<file path="src/rtl/block_lock_ctrl.sv">
// Sync-header block lock controller: HUNT / SLIP / LOCKED with windowed error monitor.
// Optional saturating header-error counter enabled by defining BLOCK_LOCK_CTRL_ERR_CNT_EN.
module block_lock_ctrl #(
    parameter int LOCK_CNT      = 64,
    parameter int WIN_SIZE      = 64,
    parameter int ERR_LIMIT     = 16,
    parameter int ERR_CNT_WIDTH = 8
) (
    input  logic                     clk_390p625M,
    input  logic                     rst_n,
    input  logic                     rx_valid,
    input  logic [1:0]               rx_sync_hdr,
    input  logic                     slip_ack,
    output logic                     descrambler_en,
    output logic                     block_lock,
    output logic                     slip_req,
    output logic [ERR_CNT_WIDTH-1:0] hdr_err_cnt
);

    localparam int CNT_MAX = (LOCK_CNT > WIN_SIZE) ? LOCK_CNT : WIN_SIZE;
    localparam int CW      = $clog2(CNT_MAX + 1);

    localparam logic [CW-1:0] LOCK_C = CW'(LOCK_CNT);
    localparam logic [CW-1:0] WIN_C  = CW'(WIN_SIZE);
    localparam logic [CW-1:0] ERR_C  = CW'(ERR_LIMIT);
    // A limit larger than the window can never be reached before the window clears.
    localparam bit ERR_REACHABLE = (ERR_LIMIT <= WIN_SIZE);

    typedef enum logic [1:0] {
        HUNT   = 2'd0,
        SLIP   = 2'd1,
        LOCKED = 2'd2
    } state_t;

    state_t          r_state;
    state_t          w_next_state;
    logic [CW-1:0]   r_sh_cnt;
    logic [CW-1:0]   r_win_cnt;
    logic [CW-1:0]   r_bad_cnt;
    logic [CW-1:0]   w_sh_next;
    logic [CW-1:0]   w_win_next;
    logic [CW-1:0]   w_bad_next;
    logic [CW-1:0]   w_sh_inc;
    logic [CW-1:0]   w_win_inc;
    logic [CW-1:0]   w_bad_inc;
    logic            w_hdr_ok;
    logic            w_bad_hit;
    logic            r_block_lock;
    logic            r_slip_req;

    assign w_hdr_ok  = rx_sync_hdr[1] ^ rx_sync_hdr[0];
    assign w_sh_inc  = r_sh_cnt + CW'(1);
    assign w_win_inc = r_win_cnt + CW'(1);
    assign w_bad_inc = r_bad_cnt + CW'(!w_hdr_ok);
    assign w_bad_hit = ERR_REACHABLE && !w_hdr_ok && (w_bad_inc == ERR_C);

    always_comb begin
        w_next_state = r_state;
        w_sh_next    = r_sh_cnt;
        w_win_next   = r_win_cnt;
        w_bad_next   = r_bad_cnt;
        case (r_state)
            HUNT: begin
                if (rx_valid) begin
                    if (w_hdr_ok) begin
                        if (w_sh_inc == LOCK_C) begin
                            w_next_state = LOCKED;
                            w_sh_next    = '0;
                            w_win_next   = '0;
                            w_bad_next   = '0;
                        end else begin
                            w_sh_next = w_sh_inc;
                        end
                    end else begin
                        w_sh_next    = '0;
                        w_next_state = SLIP;
                    end
                end
            end
            SLIP: begin
                if (slip_ack) begin
                    w_next_state = HUNT;
                    w_sh_next    = '0;
                end
            end
            LOCKED: begin
                // Loss of lock is checked before the window boundary so it wins a tie.
                if (rx_valid) begin
                    if (w_bad_hit) begin
                        w_next_state = SLIP;
                        w_win_next   = '0;
                        w_bad_next   = '0;
                    end else if (w_win_inc == WIN_C) begin
                        w_win_next = '0;
                        w_bad_next = '0;
                    end else begin
                        w_win_next = w_win_inc;
                        w_bad_next = w_bad_inc;
                    end
                end
            end
            default: begin
                w_next_state = HUNT;
                w_sh_next    = '0;
                w_win_next   = '0;
                w_bad_next   = '0;
            end
        endcase
    end

    always_ff @(posedge clk_390p625M or negedge rst_n) begin
        if (!rst_n) begin
            r_state      <= HUNT;
            r_sh_cnt     <= '0;
            r_win_cnt    <= '0;
            r_bad_cnt    <= '0;
            r_block_lock <= 1'b0;
            r_slip_req   <= 1'b0;
        end else begin
            r_state      <= w_next_state;
            r_sh_cnt     <= w_sh_next;
            r_win_cnt    <= w_win_next;
            r_bad_cnt    <= w_bad_next;
            r_block_lock <= (w_next_state == LOCKED);
            r_slip_req   <= (w_next_state == SLIP);
        end
    end

    assign block_lock     = r_block_lock;
    assign slip_req       = r_slip_req;
    assign descrambler_en = rx_valid & r_block_lock;

`ifdef BLOCK_LOCK_CTRL_ERR_CNT_EN
    logic [ERR_CNT_WIDTH-1:0] r_hdr_err_cnt;

    always_ff @(posedge clk_390p625M or negedge rst_n) begin
        if (!rst_n) begin
            r_hdr_err_cnt <= '0;
        end else if ((r_state == LOCKED) && rx_valid && !w_hdr_ok && (r_hdr_err_cnt != '1)) begin
            r_hdr_err_cnt <= r_hdr_err_cnt + ERR_CNT_WIDTH'(1);
        end
    end

    assign hdr_err_cnt = r_hdr_err_cnt;
`else
    assign hdr_err_cnt = '0;
`endif

endmodule

</file>
<file path="config.mk">
export PLATFORM = sky130hd
export DESIGN_NAME = block_lock_ctrl
export DESIGN_NICKNAME = d
export VERILOG_FILES = /design/src/rtl/block_lock_ctrl.sv
export SDC_FILE = /design/constraint.sdc
export NUM_CORES = 1
export LEC_CHECK = 0
export BUFFER_PORTS_ARGS = -buffer_cell sky130_fd_sc_hd__buf_4
export CAP_MARGIN = 20
export CORE_UTILIZATION = 55
export DETAILED_ROUTE_END_ITERATION = 8
export PLACE_DENSITY = 0.75
export SLEW_MARGIN = 20
export SYNTH_ARGS = -nofsm -noshare
export SYNTH_HDL_FRONTEND = slang
export SYNTH_SLANG_ARGS = --single-unit
export TNS_END_PERCENT = 5
</file>
<file path="constraint.sdc">
create_clock -name clk_390p625M -period 3.21 [get_ports clk_390p625M]
set_clock_uncertainty 0.15 [all_clocks]
set_input_delay 0.321 -clock clk_390p625M [delete_from_list [all_inputs] [get_ports clk_390p625M]]
set_output_delay 0.321 -clock clk_390p625M [all_outputs]
set_load 0.005 [all_outputs]
</file>
### Word level (Yosys, flattened, before mapping)

Cells that the tools add are included.

| operators by class | value |
|---|---|
| equal/unequal tests | 12 |
| bitwise operators | 4 |
| reduce and logical (&&, ||, !) cells | 5 |
| muxes and demuxes | 23 |
| $add $sub $neg | 3 |

Operators by type and width:

| operator | number |
|---|---|
| 7-bit two-way mux | 13 |
| 7-bit one-hot mux with 3 select lines | 3 |
| 7-bit by 1-bit adder with 7-bit output, second input constant | 2 |
| 7-bit equality test, second input constant | 2 |
| 2-bit two-way mux | 6 |
| 2-bit inequality test, second input constant | 5 |
| 7-bit by 1-bit adder with 7-bit output | 1 |
| 7-bit by 5-bit equality test with 1-bit output, second input constant | 1 |
| 2-bit one-hot mux with 3 select lines | 1 |
| 5-bit AND reduction | 1 |
| 2-bit by 1-bit equality test with 1-bit output, second input constant | 2 |
| 2-bit equality test, second input constant | 2 |
| 3-bit AND reduction | 1 |
| 2-bit zero test | 1 |
| 1-bit NOT | 2 |
| 1-bit AND | 1 |
| 1-bit logical AND | 1 |
| 1-bit zero test | 1 |
| 1-bit bitwise XOR | 1 |

| word-level totals | value |
|---|---|
| flip-flop bits (word level) | 25 |
| input bits | 6 |
| logic and storage cells | 53 |

### Logic depth before layout (Yosys ltp)

Gate-level depths: netlist of run 1.

| logic depth | value |
|---|---|
| depth in word-level cells | 9 |
| mapped depth | 10 |
| mapped depth without buffers | 10 |

### Worst setup path before layout of run 1

OpenSTA, ideal clock, no wires.

| timing path | value |
|---|---|
| kind | input-to-reg |
| start point | in rx_sync_hdr[0] |
| end point | reg r_win_cnt[5] |
| data required time | 2.939 ns |
| stages | 9 |
| path slack | 0.579 ns |
| data arrival time | 2.360 ns |
| path through | xor2_1 -> inv_1 -> ha_1 -> ha_1 -> or4_4 -> nor3b_2 -> a31o_2 -> o21ai_0 -> a22o_1 |

| on the way | value |
|---|---|
| word-level cells in the longest chain between the ends | 8 |

RTL lines:

| what | RTL line | RTL |
|---|---|---|
| start: declaration | 12 | `input logic [1:0] rx_sync_hdr,` |
| 1-bit bitwise XOR * | 51 | `assign w_hdr_ok = rx_sync_hdr[1] ^ rx_sync_hdr[0];` |
| 1-bit zero test | 54, 55 |  |
| 7-bit by 1-bit adder with 7-bit output | 54 | `assign w_bad_inc = r_bad_cnt + CW'(!w_hdr_ok);` |
| 7-bit by 5-bit equality test with 1-bit output | 55 | `assign w_bad_hit = ERR_REACHABLE && !w_hdr_ok && (w_bad_inc == ERR_C);` |
| 1-bit logical AND | 55 |  |
| 7-bit two-way mux | 89 | `if (w_bad_hit) begin` |
| 7-bit two-way mux | 88 | `if (rx_valid) begin` |
| 7-bit one-hot mux with 3 select lines | 62 | `case (r_state)` |
| end signal: assignment | 122 | `r_win_cnt <= w_win_next;` |
| end: declaration | 38 | `logic [CW-1:0] r_win_cnt;` |

Mark *: on every way between the ends. The rest lies on a longest branch, timed or not. The select of a mux whose other input is x is not followed.
A chain may end at the register's enable or synchronous reset.

### Final worst setup path of run 1

Ends and elaborated chain as after synthesis.

==> summary.md, run 1 <==
| Metric | Value |
|---|---|
| Vias | 1271 |
| Setup crit end kind | register |
| # fillers | 208 |
| Fin. Hold Viols | 0 |
| TNS Setup | 0 ns |
| Critical Path RT | 3.28 ns |
| GRT overflow | 0 |
| Hold path start | rx_valid |
| Period utilisation layout | 83.8% |
| Vias in the first global route | 1170 |
| Syn_area_per_cell | 9.15 um2 |
| Core footprint | 0.00259 mm2 |
| P_sw | between 100 and 150 uW |
| WL final | 3130 um |
| Worst Setup Start Kind | input pin |
| Post-CTS setup buffer count | 0 |
| RR Endpoint | r_win_cnt[5]$_DFFE_PN0P_ |
| Gr usage total | 21.1% |
| Layout area overhead | 6.40% |
| Logic pwr share | around an eighth |
| Clock root cell | clkbuf_4 |
| Met2 usage | 34.4% |
| Initial Util | 60.4% |
| Kind of critical path | in2reg |
| Yosys reg bits | 25 |
| Pwr per Cell Area | 326 mW/mm2 |
| First-pass GRT wire length | around 5200 um |
| Max-cap violations | 0 |
| Cells after Synth | 171 |
| Fin util | about 64% |
| Pint | 400 uW |
| Ys Warns | 0 |
| CP Data Arrival Time | 2.77 ns |
| TritonCTS buffer count | 3 |
| Antenna diode count | 0 |
| Reg2Reg Depth | 8 |
| Leakage | 0.749 nW |
| Ys flop type | dfrtp_1 |
| Via/cell ratio | 6.00 |
| Largest net degree at the start of global routing | 26 |
| GR Util met1 | 28.8% |
| GPL Wtd Cong | 0.929 |
| Met3 usage | around 3.5% |
| Fmax | 0.372 GHz |
| Switching share of power | 26.3% |
| TritonCTS clock tree | done |
| # nets final | ~190 |
| Wire per inst | 14.8 um |
| Hold depth | 2 |
| Port Buffers | 8 |
| Setup-failing EPs final | 0 |
| Sequential area share after synthesis | 40.0% |
| Clk Latency, worst-skew pair | 0.32 ns |
| Clock network power share | 25.7% |
| Hold crit path type | in2reg |
| VDD IR max | 283 uV |
| R2R Setup Slk | 0.67 ns |
| CTS clk-pin slew, worst paths | between 0.1 and 0.15 ns |
| Busiest grt layer | met2 |
| Ys async rst share | 100% |
| Synth cell types | 48 |
| RR Startpoint | r_bad_cnt[0]$_DFFE_PN0P_ |
| Run status | completed |
| Initial antenna violation count | 0 |
| CP Max Fanout | 5 |
| H-tree levels | 1 |
| Fraction of layout cells with a size suffix above 1 | 14.8% |
| DR DRC count | 0 |
| Worst Hold End | r_state[1]$_DFF_PN0_ |
| Chip Width | 55.3 um |
| CTS Sinks | 25 |
| Post-synth EDFFs | 0 |
| Std cell rows | 18 |
| Clock Tree Buf Depth | 2 |
| Post-synthesis cell area | between 0.0015 and 0.002 mm2 |
| Seq pwr share | 62.6% |
| Die Y-Extent | 55.3 um |
| TritonRoute pass-1 iters | 4 |
| Slew Viols, Final | 0 |
| Io pins | 17 |
| Die area | 0.00306 mm2 |
| Most frequent cells in the layout | nand2_1 (25), dfrtp_1 (25), o21ai_0 (18) |
| Post-route ant nets | 0 |
| Minimum clock period | between 2 and 3 ns |
| HPWL Detailed | 2330 um |
| Initial drt markers | 59 |
| RSZ-0062 raised after global routing | no |
[registers in the layout, indices dropped and copies added, names as in the netlist]
signal	count
r_bad_cnt	7
r_state	2
slip_req	1
r_win_cnt	7
r_sh_cnt	7
block_lock	1
[power by group through the flow]
stage               Combinational (mW)  Sequential (mW)  Clock [mW]
detailed placement              0.0625            0.345           0
global placement                0.0596            0.344           0
floorplan                       0.0462            0.342           0
finish                          0.0634            0.340       0.139
CTS                             0.0636            0.339       0.146
global route                    0.0732            0.341       0.155
[critical path, stage by stage]
cell     delay (ns)
buf_4          0.11
xor2_1         0.31
inv_1          0.13
ha_1           0.23
ha_1           0.26
xor2_1         0.20
or4_4          0.45
nor3b_2        0.21
a31o_2         0.23
o21ai_0        0.09
a22o_1         0.24
[layer usage]
| metal | vias to the layer above | wire length, um |
|---|---|---|
| li1 | 622 | - |
| met1 | 612 | 1520 |
| met2 | 35 | 1450 |
| met3 | 2 | 139 |
| met4 | 0 | 22 |
| met5 | - | 0 |
[stage by stage]
stage	setup WS (ns)	instance area (um2)	instances	power (mW)	hold WS (ns)
3_5_place_dp	0.188	1630	207	0.408	0.0921
6_report	0.519	1670	212	0.542	0.0876
4_1_cts	0.539	1670	212	0.549	0.0635
2_1_floorplan	0.579	1590	178	0.388	-0.125
3_3_place_gp	0.312	1630	207	0.403	0.0899
5_1_grt	0.383	1670	212	0.569	0.0794
[cell families (layout without fill, tap and decap cells)]
kind of cell | Yosys count | after routing | synth area share, %
compound gates | 48 | 48 | 21.5
flops | 25 | 25 | 40.0
buf+inv | 14 | 18 | 5.28
xor+xnor | 11 | 11 | 6.16
mux | 1 | 1 | 0.719
other cells | 1 | 8 | 0.240
simple gates | 67 | 67 | 22.9
fa+ha+maj | 4 | 4 | 3.20
[synthesized netlist by cell type (all sizes together), types with 2 or more instances]
cell type / n / area share (%)
xor2: 8 / 4.5
a22o: 6 / 3.4
nor3: 2 / 0.64
nand4: 2 / 0.80
inv: 4 / 0.96
ha: 4 / 3.2
nor2b: 3 / 1.2
buf: 8 / 3.8
a31oi: 2 / 0.80
xnor2: 3 / 1.7
and3: 3 / 1.3
nand2: 25 / 6.0
clkbuf: 2 / 0.48
nor2: 9 / 2.3
nand2b: 5 / 2.5
o31ai: 3 / 1.4
o21ai: 21 / 6.7
and2: 2 / 0.80
dfrtp: 25 / 40
a211oi: 4 / 2.2
nand3: 9 / 3.2
[worst max path at each step]
stage | from | endpoint | slack (ns)
finish | rx_sync_hdr[0] | r_win_cnt[5]$_DFFE_PN0P_ | 0.52
global route | rx_sync_hdr[0] | r_win_cnt[5]$_DFFE_PN0P_ | 0.38
CTS | rx_sync_hdr[0] | r_win_cnt[5]$_DFFE_PN0P_ | 0.54
detailed placement | rx_sync_hdr[0] | r_win_cnt[5]$_DFFE_PN0P_ | 0.19
global placement | rx_sync_hdr[0] | r_win_cnt[4]$_DFFE_PN0P_ | 0.31
floorplan | rx_sync_hdr[0] | r_win_cnt[5]$_DFFE_PN0P_ | 0.58
[cell type report]
type	instances	area, um2	area share, %
multi-input combinational	139	883	53.0
sequential	25	626	37.6
timing repair buffer	10	77.6	4.66
tap	30	37.5	2.25
clock buffer	4	26.3	1.58
inverter	4	15.0	0.902
[repair_timing]
item	in CTS	in global routing
setup endpoints to repair	0	0
hold endpoints to repair	25	0
hold buffers	1	0
gates resized for setup	0	0
No activity file was read; power rests on OpenSTA's default activity.
==> run 2, diff against run 1 <==
==> constraint.sdc (replaced) <==
create_clock -name clk_390p625M -period 2.5 [get_ports clk_390p625M]
set_clock_uncertainty 0.15 [all_clocks]
set_input_delay 0.25 -clock clk_390p625M [delete_from_list [all_inputs] [get_ports clk_390p625M]]
set_output_delay 0.25 -clock clk_390p625M [all_outputs]
set_load 0.005 [all_outputs]
==> summary.md, run 2 (synthesized netlist as in run 1, its figures left out) <==
| Metric | Value |
|---|---|
| Run status | completed |
| Die Y-Extent | 55.3 um |
| Port Buffers | 8 |
| Leakage | 0.781 nW |
| CTS clk-pin slew, worst paths | 0.14 ns |
| H-tree levels | 1 |
| CP Data Arrival Time | between 2 and 2.5 ns |
| Setup crit end kind | register |
| Gr usage total | 23.0% |
| WL final | roughly 3300 um |
| TritonCTS clock tree | done |
| HPWL Detailed | between 2000 and 2500 um |
| Cell family with most CP delay | simple AND/OR/NAND/NOR gates |
| Worst path depth | 8 |
| Top flop regs | r_bad_cnt x7, r_sh_cnt x7, r_win_cnt x7 |
| Initial drt markers | 85 |
| Max-cap violations | 0 |
| TritonRoute pass-1 iters | 4 |
| Crit path cell chain | ha_2, ha_4, xor2_1, or4_4, nor3b_4, a31o_2, o21ai_1, a22o_1 |
| Io pins | 17 |
| Critical Path RT | 2.57 ns |
| Fmax | about 0.41 GHz |
| DR DRC count | 0 |
| WP buf/inv | 0 |
| Slew Viols, Final | 0 |
| Chip Width | about 55 um |
| RSZ-0062 raised after global routing | yes |
| Minimum clock period | 2.42 ns |
| Std cell rows | 18 |
| Clock Tree Buf Depth | 2 |
| Fraction of layout cells with a size suffix above 1 | between 20% and 30% |
| Vias | 1291 |
| First-pass GRT wire length | 5690 um |
| Hold crit path type | in2reg |
| Post-route ant nets | 0 |
| Core footprint | 0.00259 mm2 |
| Kind of critical path | reg2reg |
| TritonCTS buffer count | 3 |
| Most frequent cells in the layout | nand2_1 (25), dfrtp_1 (23), o21ai_0 (17), buf_4 (17) |
| CTS Sinks | 25 |
| Placed cell count | 214 |
| Via/cell ratio | between 5 and 6 |
| Clock root cell | clkbuf_4 |
| Setup-failing EPs final | 0 |
| Antenna diode count | 0 |
| # nets final | 201 |
| Critical path's slowest cell | or4_4 |
| Initial antenna violation count | 0 |
| Most common cell after layout, fill and taps aside | nand2_1 |
| Clk Latency, worst-skew pair | 0.31 ns |
| Worst path max stage delay | 0.45 ns |
| Reg2Reg Depth | 8 |
| Hold depth | 2 |
| GRT overflow | 0 |
| Setup WS post-layout | 0.0772 ns |
| Wire per inst | 14.8 um |
| VDD IR max | 305 uV |
| Fin. Hold Viols | 0 |
| Multi-input logic area | 930 um2 |
| Period utilisation layout | 96.9% |
| # fillers | around 210 |
| CP Max Fanout | 5 |
| Initial Util | approximately three fifths |
| Vias in the first global route | roughly 1300 |
| GPL Wtd Cong | 0.919 |
| Layout area overhead | 13.3% |
| Pre-CTS WS | -0.199 ns |
| Register area | between 600 and 700 um2 |
| Die area | 0.00306 mm2 |
| Hold_ws | 0.0153 ns |
| Largest net degree at the start of global routing | 26 |
| Pwr per Cell Area | 402 mW/mm2 |
| Worst Setup Start Kind | register |
| Non-Filler Instances | 220 |
[run 2: cell count changes in the layout (fill, tap and decap cells not counted), moves of 2 or more]
cell and delta:
buf_4 +8, ha_1 -3, dfrtp_1 -2, dfrtp_2 +2, ha_2 +2, xor2_1 -2
xor2_2 +2
[run 2: worst paths after layout]
path | startpoint | end | slack (ns)
worst max-delay path | r_bad_cnt[0]$_DFFE_PN0P_ | r_win_cnt[4]$_DFFE_PN0P_ | 0.08
worst min-delay path | rx_valid | block_lock$_DFF_PN0_ | 0.02
worst max register to register | r_bad_cnt[0]$_DFFE_PN0P_ | r_win_cnt[4]$_DFFE_PN0P_ | 0.08
worst min register to register | r_state[0]$_DFF_PN0_ | block_lock$_DFF_PN0_ | 0.36
max in group asynchronous | rst_n | r_sh_cnt[0]$_DFFE_PN0P_ | 1.71
min in group asynchronous | rst_n | block_lock$_DFF_PN0_ | 0.22
[run 2: per-layer routing]
layer,global-route usage (%),wire [um],part of all wire [%],vias to the layer above
li1,-,-,-,641
met1,29.9,1530,47,617
met2,39.8,1620,50,31
met3,2.81,106,3.2,2
met4,7.14,8,0.25,0
met5,0,0,0,-
[run 2: report_power, final]
part / leakage [nW] / switching [mW] / internal, mW / total [mW]
Sequential: 0.337 / 0.0181 / 0.420 / 0.438
Combinational: 0.429 / 0.0514 / 0.0381 / 0.0895
Clock: 0.0150 / 0.123 / 0.0623 / 0.186
Total: 0.781 / 0.193 / 0.520 / 0.713
[run 2: area by class of cell]
| class | instances | share of cell area (%) |
|---|---|---|
| clock buffers | 4 | 1.48 |
| inverters | 4 | 0.846 |
| multi-input cells | 139 | 52.4 |
| flip-flops and latches | 25 | 35.4 |
| well taps | 30 | 2.12 |
| repair buffers | 18 | 7.76 |
[run 2: through the flow]
step / setup TNS, ns / cell area [um2] / utilization, % / total power [mW]
floorplan: 0 / 1600 / - / 0.499
global placement: -0.687 / 1690 / 65.2 / 0.525
detailed placement: -1.24 / 1690 / 65.2 / 0.529
CTS: 0 / 1730 / 66.7 / 0.716
global route: -0.00568 / 1770 / 68.5 / 0.749
finish: 0 / 1770 / 68.5 / 0.713
[run 2: repair_timing]
| action | 4_1_cts | 5_1_grt |
|---|---|---|
| hold endpoints to repair | 25 | 0 |
| pin swaps | 0 | 2 |
| setup buffers | 0 | 1 |
| hold buffers | 1 | 0 |
| resized for setup | 1 | 9 |
| cloned | 0 | 0 |
| endpoints found under the setup margin | 1 | 9 |
==> run 3, diff against run 2 <==
--- a/config.mk
+++ b/config.mk
@@ -7,6 +7,7 @@
 export LEC_CHECK = 0
 export BUFFER_PORTS_ARGS = -buffer_cell sky130_fd_sc_hd__buf_4
 export CAP_MARGIN = 20
+export CORE_ASPECT_RATIO = 0.8
 export CORE_UTILIZATION = 55
 export DETAILED_ROUTE_END_ITERATION = 8
 export PLACE_DENSITY = 0.75
==> summary.md, run 3 (synthesized netlist as in run 1, its figures left out) <==
| Metric | Value |
|---|---|
| Cell family with most CP delay | compound AO/OA/AOI/OAI gates |
| Clock Tree Buf Depth | 2 |
| Hold depth | 2 |
| Busiest grt layer | met2 |
| CTS Sinks | 25 |
| Fin. Hold Viols | 0 |
| Leakage | 0.796 nW |
| Most frequent cells in the layout | nand2_1 (25), dfrtp_1 (25), buf_4 (19) |
| Vias in the first global route | 1293 |
| WL final | 3310 um |
| Initial Util | 61.1% |
| Port Buffers | 8 |
| Wire per inst | 14.5 um |
| Die Y-Extent | 49.7 um |
| Worst Setup Start Kind | register |
| Pre-CTS WS | -0.202 ns |
| Critical Path RT | 2.59 ns |
| Top flop regs | r_bad_cnt x7, r_sh_cnt x7, r_win_cnt x7 |
| Met3 usage | 6.82% |
| Setup-failing EPs final | 0 |
| Clk Latency, worst-skew pair | 0.32 ns |
| Hold path start | rx_valid |
| Fmax | 0.412 GHz |
| Slew Viols, Final | 0 |
| Clock root cell | clkbuf_4 |
| VDD IR max | about 250 uV |
| Chip Width | 61.6 um |
| H-tree levels | 1 |
| Gr usage total | 25.1% |
| Initial antenna violation count | 0 |
| Largest net degree at the start of global routing | 26 |
| CP Max Fanout | 7 |
| Initial drt markers | 80 |
| DR DRC count | 0 |
| Std cell rows | 16 |
| Critical path's slowest cell | a311o_2 |
| TNS Setup | 0 ns |
| # fillers | 205 |
| HPWL Detailed | 2490 um |
| Max-cap violations | 0 |
| TritonCTS buffer count | 3 |
| Reg2Reg Depth | 8 |
| RR Endpoint | r_win_cnt[6]$_DFFE_PN0P_ |
| Minimum clock period | 2.43 ns |
| Via/cell ratio | 5.77 |
| Period utilisation layout | 97.1% |
| GRT overflow | 0 |
| TritonCTS clock tree | done |
| TritonRoute pass-1 iters | 4 |
| Layout area overhead | 13.6% |
| Hold crit path type | in2reg |
| RR Startpoint | r_bad_cnt[0]$_DFFE_PN0P_ |
| Crit path cell chain | ha_2, ha_4, nand3_1, xor2_1, nor3b_4, a311o_2, nand2b_4, o31ai_1 |
| Pwr per Cell Area | 394 mW/mm2 |
| Kind of critical path | reg2reg |
| CTS clk-pin slew, worst paths | 0.13 ns |
| Vias | approximately 1300 |
| R2R Setup Slk | 0.07 ns |
| GPL Wtd Cong | 0.845 |
| Worst path max stage delay | roughly 0.47 ns |
| Met2 usage | between 30% and 40% |
| Io pins | 17 |
| Core footprint | 0.00256 mm2 |
| # nets final | 203 |
| First-pass GRT wire length | 5730 um |
| Setup WS post-layout | 0.0717 ns |
| Worst Hold End | r_state[1]$_DFF_PN0_ |
| Die area | 0.00306 mm2 |
| Antenna diode count | 0 |
| Post-route ant nets | 0 |
| Run status | completed |
| GR Util met1 | 35.2% |
| Fraction of layout cells with a size suffix above 1 | about a fifth |
| CP Data Arrival Time | ~2.5 ns |
| WP buf/inv | 0 |
| Setup crit end kind | register |
## run 3: metrics by stage
stage / total power, mW / hold slack, ns / util, % / std cells / instance area [um2]
2_1_floorplan: 0.499 / -0.196 / - / 178 / 1600
3_3_place_gp: 0.527 / 0.0169 / 66.8 / 222 / 1710
3_5_place_dp: 0.531 / 0.0181 / 66.8 / 222 / 1710
4_1_cts: 0.704 / 0.0112 / 68.8 / 227 / 1760
5_1_grt: 0.751 / 0.0136 / 69.4 / 228 / 1780
6_report: 0.701 / 0.0116 / 69.4 / 228 / 1780
## run 3: routing by layer
layer | vias up | share of wire, %
met3 | 2 | 4.8
met4 | 0 | 0.33
met1 | 634 | 48
li1 | 643 | -
met2 | 36 | 46
met5 | - | 0
## run 3: timing repair
action                                  CTS  global route
gates resized for setup                   1             4
setup buffers                             0             1
pin swaps                                 2             2
hold buffers                              1             0
endpoints found under the setup margin    1             9
endpoints found under the hold margin    25             0
## run 3: worst max-delay path by stage
stage / slack [ns] / start / to / depth (start not counted)
floorplan: 0.006 / rx_sync_hdr[0] / r_win_cnt[5]$_DFFE_PN0P_ / 9
global placement: -0.09 / rx_sync_hdr[0] / r_win_cnt[5]$_DFFE_PN0P_ / 10
detailed placement: -0.20 / rx_sync_hdr[0] / r_win_cnt[5]$_DFFE_PN0P_ / 10
CTS: 0.04 / r_bad_cnt[0]$_DFFE_PN0P_ / r_win_cnt[5]$_DFFE_PN0P_ / 8
global route: -0.008 / r_bad_cnt[0]$_DFFE_PN0P_ / r_win_cnt[5]$_DFFE_PN0P_ / 8
finish: 0.07 / r_bad_cnt[0]$_DFFE_PN0P_ / r_win_cnt[6]$_DFFE_PN0P_ / 8
## run 3: layout make-up
cell class / count / area, um2 / area share [%]
inverter: 4 / 15.0 / 0.844
multi-input combinational: 139 / 912 / 51.3
tap: 36 / 45.0 / 2.53
clock inverter: 1 / 5.00 / 0.281
timing repair buffer: 20 / 153 / 8.59
clock buffer: 3 / 22.5 / 1.27
sequential: 25 / 626 / 35.2
## run 3: power breakdown
group / total [mW] / switching [mW] / internal, mW
sequential: 0.436 / 0.0184 / 0.418
clock: 0.175 / 0.115 / 0.0599
combinational: 0.0901 / 0.0508 / 0.0393
